### config.mk
export PLATFORM = sky130hd
export DESIGN_NAME = memory_stage
export DESIGN_NICKNAME = d
export VERILOG_FILES = /design/src/rtl/y86_pkg.sv /design/src/rtl/mem_access_decode.sv /design/src/rtl/memory_stage.sv
export SDC_FILE = /design/constraint.sdc
export NUM_CORES = 1
export LEC_CHECK = 0
export CORE_AREA = 4 4 206 208
export DETAILED_ROUTE_END_ITERATION = 12
export DIE_AREA = 0 0 210 212
export GPL_TIMING_DRIVEN = 0
export PLACE_DENSITY = 0.67
export SLEW_MARGIN = 20
export SYNTH_ARGS = -nofsm -noshare
export SYNTH_HDL_FRONTEND = slang
export SYNTH_SLANG_ARGS = --single-unit
### constraint.sdc
create_clock -name clk -period 10.05 [get_ports clk]
set_input_delay 2.5125 -clock clk [delete_from_list [all_inputs] [get_ports clk]]
set_output_delay 2.5125 -clock clk [all_outputs]
set_load 0.01 [all_outputs]
### src/rtl/y86_pkg.sv
// Shared Y86-64 constants: instruction codes, status codes and the memory-stage FSM states.
package y86_pkg;

  localparam logic [3:0] IHALT   = 4'h0;
  localparam logic [3:0] INOP    = 4'h1;
  localparam logic [3:0] IRRMOVQ = 4'h2;
  localparam logic [3:0] IIRMOVQ = 4'h3;
  localparam logic [3:0] IRMMOVQ = 4'h4;
  localparam logic [3:0] IMRMOVQ = 4'h5;
  localparam logic [3:0] IOPQ    = 4'h6;
  localparam logic [3:0] IJXX    = 4'h7;
  localparam logic [3:0] ICALL   = 4'h8;
  localparam logic [3:0] IRET    = 4'h9;
  localparam logic [3:0] IPUSHQ  = 4'hA;
  localparam logic [3:0] IPOPQ   = 4'hB;

  localparam logic [1:0] STAT_AOK = 2'd0;
  localparam logic [1:0] STAT_HLT = 2'd1;
  localparam logic [1:0] STAT_ADR = 2'd2;
  localparam logic [1:0] STAT_INS = 2'd3;

  localparam logic [1:0] ST_IDLE   = 2'd0;
  localparam logic [1:0] ST_ACCESS = 2'd1;
  localparam logic [1:0] ST_HOLD   = 2'd2;

endpackage

### src/rtl/mem_access_decode.sv
// Combinational map from an instruction to its data-memory access: direction, address, store data.
module mem_access_decode
  import y86_pkg::*;
(
  input  logic [3:0]  icode,
  input  logic [63:0] val_e,
  input  logic [63:0] val_a,
  input  logic [63:0] val_p,
  output logic        is_read,
  output logic        is_write,
  output logic [63:0] addr,
  output logic [63:0] wdata
);

  always_comb begin
    is_read  = (icode == IMRMOVQ) || (icode == IRET) || (icode == IPOPQ);
    is_write = (icode == IRMMOVQ) || (icode == IPUSHQ) || (icode == ICALL);
    // ret/popq read through the old stack pointer carried in valA
    addr     = ((icode == IRET) || (icode == IPOPQ)) ? val_a : val_e;
    wdata    = (icode == ICALL) ? val_p : val_a;
  end

endmodule

### src/rtl/memory_stage.sv
// Y86-64 memory stage: one instruction in flight, data-memory access over req/ack, result held for writeback.
module memory_stage
  import y86_pkg::*;
#(
  parameter logic [63:0] DMEM_SIZE = 64'h1_0000,
  parameter int          TIMEOUT   = 16
) (
  input  logic        clk,
  input  logic        rst,
  input  logic        in_valid_i,
  output logic        in_ready_o,
  input  logic [3:0]  icode_i,
  input  logic [63:0] valE_i,
  input  logic [63:0] valA_i,
  input  logic [63:0] valP_i,
  input  logic [1:0]  stat_i,
  output logic        out_valid_o,
  input  logic        out_ready_i,
  output logic [3:0]  icode_o,
  output logic [63:0] valE_o,
  output logic [63:0] valM_o,
  output logic [1:0]  stat_o,
  output logic        dmem_req_o,
  output logic        dmem_we_o,
  output logic [63:0] dmem_addr_o,
  output logic [63:0] dmem_wdata_o,
  input  logic        dmem_ack_i,
  input  logic [63:0] dmem_rdata_i,
  input  logic        dmem_err_i
);

  // Handshakes: a transfer happens on a cycle where valid and ready are both high; a valid
  // producer holds its payload until that cycle, and ready may depend combinationally on the
  // consumer's ready (HOLD forwards out_ready_i to in_ready_o for back-to-back flow).

  logic [1:0]  state;
  logic        halted;
  logic [15:0] timer;
  logic [3:0]  icode_q;
  logic [63:0] vale_q, valm_q, addr_q, wdata_q;
  logic [1:0]  stat_q;
  logic        we_q, is_read_q;

  logic        dec_read, dec_write;
  logic [63:0] dec_addr, dec_wdata;
  logic        accept;

  mem_access_decode u_decode (
    .icode    (icode_i),
    .val_e    (valE_i),
    .val_a    (valA_i),
    .val_p    (valP_i),
    .is_read  (dec_read),
    .is_write (dec_write),
    .addr     (dec_addr),
    .wdata    (dec_wdata)
  );

  // A faulting result leaving HOLD must not admit a successor in the same cycle.
  assign in_ready_o = !halted && ((state == ST_IDLE) ||
                      ((state == ST_HOLD) && out_ready_i && (stat_q == STAT_AOK)));
  assign accept     = in_valid_i && in_ready_o;

  assign out_valid_o  = (state == ST_HOLD);
  assign dmem_req_o   = (state == ST_ACCESS);
  assign dmem_we_o    = dmem_req_o && we_q;
  assign dmem_addr_o  = addr_q;
  assign dmem_wdata_o = wdata_q;
  assign icode_o      = icode_q;
  assign valE_o       = vale_q;
  assign valM_o       = valm_q;
  assign stat_o       = stat_q;

  always_ff @(posedge clk or posedge rst) begin
    if (rst) begin
      state     <= ST_IDLE;
      halted    <= 1'b0;
      timer     <= 16'd0;
      icode_q   <= 4'h0;
      vale_q    <= 64'd0;
      valm_q    <= 64'd0;
      addr_q    <= 64'd0;
      wdata_q   <= 64'd0;
      stat_q    <= STAT_AOK;
      we_q      <= 1'b0;
      is_read_q <= 1'b0;
    end else begin
      case (state)
        ST_ACCESS: begin
          if (dmem_err_i) begin
            valm_q <= 64'd0;
            stat_q <= STAT_ADR;
            state  <= ST_HOLD;
          end else if (dmem_ack_i) begin
            valm_q <= is_read_q ? dmem_rdata_i : 64'd0;
            stat_q <= STAT_AOK;
            state  <= ST_HOLD;
          end else if (timer == 16'(TIMEOUT - 1)) begin
            valm_q <= 64'd0;
            stat_q <= STAT_ADR;
            state  <= ST_HOLD;
          end else begin
            timer <= timer + 16'd1;
          end
        end
        ST_HOLD: begin
          if (out_ready_i) begin
            if (stat_q != STAT_AOK) halted <= 1'b1;
            state <= ST_IDLE;
          end
        end
        default: ;
      endcase

      // Capture overrides the HOLD->IDLE move when a new instruction arrives back-to-back.
      if (accept) begin
        icode_q   <= icode_i;
        vale_q    <= valE_i;
        valm_q    <= 64'd0;
        addr_q    <= dec_addr;
        wdata_q   <= dec_wdata;
        we_q      <= dec_write;
        is_read_q <= dec_read;
        timer     <= 16'd0;
        if ((stat_i != STAT_AOK) || !(dec_read || dec_write)) begin
          stat_q <= stat_i;
          state  <= ST_HOLD;
        end else if (dec_addr >= DMEM_SIZE) begin
          stat_q <= STAT_ADR;
          state  <= ST_HOLD;
        end else begin
          stat_q <= STAT_AOK;
          state  <= ST_ACCESS;
        end
      end
    end
  end

endmodule

==> impl_metrics.tcl <==
set metrics [dict create \
    outcome "finished clean" \
    avgViaCountPerCell 4.99 \
    cts_root_buf "clkbuf_16" \
    drc_errors 0 \
    clkLatencyLatePin_ns 0.54 \
    grt_setup_unrepaired "no" \
    intPower_w 0.00200 \
    yosysWarnings 0 \
    clk_pin_slew_ns 0.06 \
    dpl_cell_area_sq_um 18300 \
    yosysSeqAreaShare 0.585 \
    cp_data_arrival_time_ns 4.10 \
    dr.pass1.iters 5 \
    synthArstFlopShare 1.00 \
    worst_pin_slew_ns 0.986 \
    fin_nets 2011 \
    p_comb_frac 0.082 \
    post-route-util 0.480 \
    hold_path.startpoint "halted" \
    p_leak_nw 8.82 \
    crit_path_top_delay_cell "clkdlybuf4s50_1" \
    postLayoutCellArea_sq_um 19500 \
    synth_top_cells_by_area "dfrtp_1 (58%), nand2_1 (11%), mux2i_1 (11%), o21ai_0 (5.5%), a22o_1 (4.7%)" \
    switchingPower_w 0.000606 \
    tns_ns 0 \
    ff2ff_path_depth 10 \
    post-place-cells 2234 \
    end_kind "output pin" \
    ant_nets 0 \
    gp_congestion 0.928 \
    synth.cell_area_sq_um 12100 \
    antenna_found_initial 8 \
    cp_common_cell "clkdlybuf4s50_1" \
    finalMaxSlewViolations 0 \
    cp-startpoint "out_ready_i" \
    detailed_place_hpwl_mm 42.2 \
    post_cts_buffers 0 \
    grt_start_max_net_pins 34 \
    synth_edf_count 0 \
    ir_drop_uv 103 \
    io_pins 534 \
    die-area_sq_um 44500 \
    max_stage_delay_ns 0.56 \
    hp-class "flop to flop" \
    min_period_ns 6.61 \
    clock-sinks 283 \
    drive_gt1_frac 0.0504 \
    finalClockSkew_ns 0.0196 \
    ctsResizeCount 0 \
    whs_path_depth 2 \
    wl_mm 53.8 \
    initial_core_util 0.299 \
    grtUsageTotal 0.233 \
    final_cells 2303 \
    worstPathMaxFanout 4 \
    drv_cap 0 \
    swShare 0.233 \
    path_class "input port to output pin" \
    finalSetupViolations 0 \
    synth_ff_type "dfrtp_1" \
    fp.coreArea_sq_um 40600 \
    fp.dieW_microns 210 \
    p_per_area_nw_per_um2 134 \
    yosys.area.top_type_share 0.585 \
    grt_pass1_wl_mm 78.1 \
    fin_crit_sh 0.658 \
    fillers 3783 \
    finalHoldViolCount 0 \
    syn_nets 1431 \
    clock_path_buffers 3 \
    row_count 74 \
    start_kind "input port" \
    grt-ovfl-total 0 \
    path_cells "clkdlybuf4s50_1, nor4bb_1, o21a_1, clkdlybuf4s50_1" \
    cp_data_required_time_ns 7.54 \
    slew_headroom 0.343 \
    wl_per_cell_microns 23.4 \
    ys_types 40 \
    clkPwrFrac 0.480 \
    num_vias 11500 \
    die_h_microns 212 \
    syn2layout_area_growth_pct 60.8 \
    grt_pass1_vias 12000 \
    syn_area_per_cell_sq_um 10.4 \
    cts_buffers 35 \
    reg2reg_from "state[0]" \
    synth_top_area_cell "dfrtp_1" \
    cts_max_level 2 \
    timing.fmax_mhz 151 \
    cts_tree "done" \
    synth_seq_cells 283 \
    synth_cells 1159 \
    drt_iter0_drc 672 \
    cts_hold_buf 0 \
    seq_power_share 0.438 \
    portBuffers 533 \
]
-- routing by layer --
| layer | GRT usage | share of wire |
|---|---|---|
| met1 | 0.279 | 0.39 |
| met5 | 0 | 0.00071 |
| met2 | 0.393 | 0.49 |
| met4 | 0.0986 | 0.038 |
| met3 | 0.0702 | 0.085 |
-- critical path: cells and delay by family --
kind / cells / cell delay (ns)
and+or+nand+nor: 1 / 0.29
buffers and inverters: 2 / 1.09
AOI/OAI and AO/OA: 1 / 0.20
-- cells in the final DEF (no fill, tap or decap), types with 2 or more instances in the layout --
| master | instances |
|---|---|
| clkinvlp_4 | 2 |
| buf_6 | 6 |
| ha_1 | 4 |
| a22o_1 | 65 |
| buf_2 | 14 |
| clkinv_2 | 5 |
| nand3_1 | 7 |
| inv_1 | 7 |
| or3_1 | 3 |
| clkdlybuf4s50_1 | 533 |
| nor2_1 | 17 |
| diode_2 | 6 |
| nor4_1 | 26 |
| nor3_1 | 6 |
| nor4b_1 | 3 |
| clkbuf_1 | 56 |
| xnor2_1 | 8 |
| and3_1 | 3 |
| xor2_1 | 6 |
| inv_6 | 2 |
| a21oi_1 | 6 |
| nand2_1 | 342 |
| dfrtp_1 | 283 |
| nor3b_1 | 2 |
| clkbuf_8 | 6 |
| or4_4 | 2 |
| o21ai_0 | 133 |
| buf_1 | 9 |
| and2_1 | 5 |
| clkbuf_16 | 36 |
| nand4_1 | 9 |
| nor4bb_1 | 2 |
| nand3b_1 | 3 |
| buf_12 | 9 |
| mux2i_1 | 128 |
-- sequential cells by signal, indices dropped and copies added (netlist names) --
register / count
we_q: 1
dmem_addr_o: 64
dmem_wdata_o: 64
is_read_q: 1
halted: 1
timer: 16
state: 2
icode_o: 4
stat_o: 2
valE_o: 64
valM_o: 64
-- logic make-up (layout without fill, tap and decap cells) --
| kind of cell | count (synthesis) | count (layout) | share of synthesized area |
|---|---|---|---|
| other | 0 | 6 | 0 |
| AOI/OAI and AO/OA | 214 | 214 | 0.113 |
| buffers and inverters | 83 | 689 | 0.0309 |
| DFF | 283 | 283 | 0.585 |
| muxes | 128 | 128 | 0.106 |
| xor gates and xnor gates | 14 | 14 | 0.0101 |
| and+or+nand+nor | 433 | 433 | 0.151 |
| adders and majority gates | 4 | 4 | 0.00413 |
-- cell usage after synthesis, drive strengths merged (3+ instances only) --
library cell and n:
nand4 9, dfrtp 283, inv 8, or3 3, xor2 6, a21oi 7, o21ai 133, or4 3
xnor2 8, nor3 6, nand3 7, and3 3, nor2 17, buf 29, clkbuf 46, nor4b 3
and2 5, nor4 26, nand2 342, ha 4, nand3b 3, mux2i 128, a22o 65
-- stage by stage --
| step | setup WS (ns) | hold WS, ns | power [W] |
|---|---|---|---|
| floorplan | 3.79 | 0.415 | 0.00121 |
| global placement | 1.44 | 0.429 | 0.00136 |
| detailed placement | 3.47 | 0.441 | 0.00138 |
| CTS | 3.45 | 0.456 | 0.00263 |
| global route | 3.35 | 0.486 | 0.00269 |
| finish | 3.44 | 0.451 | 0.00260 |
-- layout make-up --
type | count | area [sq um] | area share
diodes | 6 | 15.0 | 0.000771
clock inverters | 11 | 108 | 0.00553
multi-input cells | 793 | 4650 | 0.239
well taps | 532 | 666 | 0.0342
clock buffers | 52 | 1020 | 0.0525
repair buffers | 543 | 5540 | 0.285
flip-flops and latches | 283 | 7080 | 0.364
inverters | 8 | 33.8 | 0.00174
plain buffers | 75 | 344 | 0.0177
-- power groups by stage --
stage	clock network, W	registers (W)	logic, W
CTS	0.00128	0.00114	0.000216
finish	0.00125	0.00114	0.000214
floorplan	0	0.00116	0.0000524
global placement	0	0.00116	0.000203
global route	0.00133	0.00114	0.000228
detailed placement	0	0.00116	0.000215
-- worst paths after layout --
kind | slack, ns | to
setup / recovery | 3.44 | in_ready_o
hold / removal | 0.45 | halted
setup reg to reg | 6.29 | we_q
hold reg to reg | 0.45 | halted
max in group asynchronous | 6.61 | valE_o[9]
min in group asynchronous | 2.28 | valE_o[46]
No activity file was read; power rests on OpenSTA's default activity.
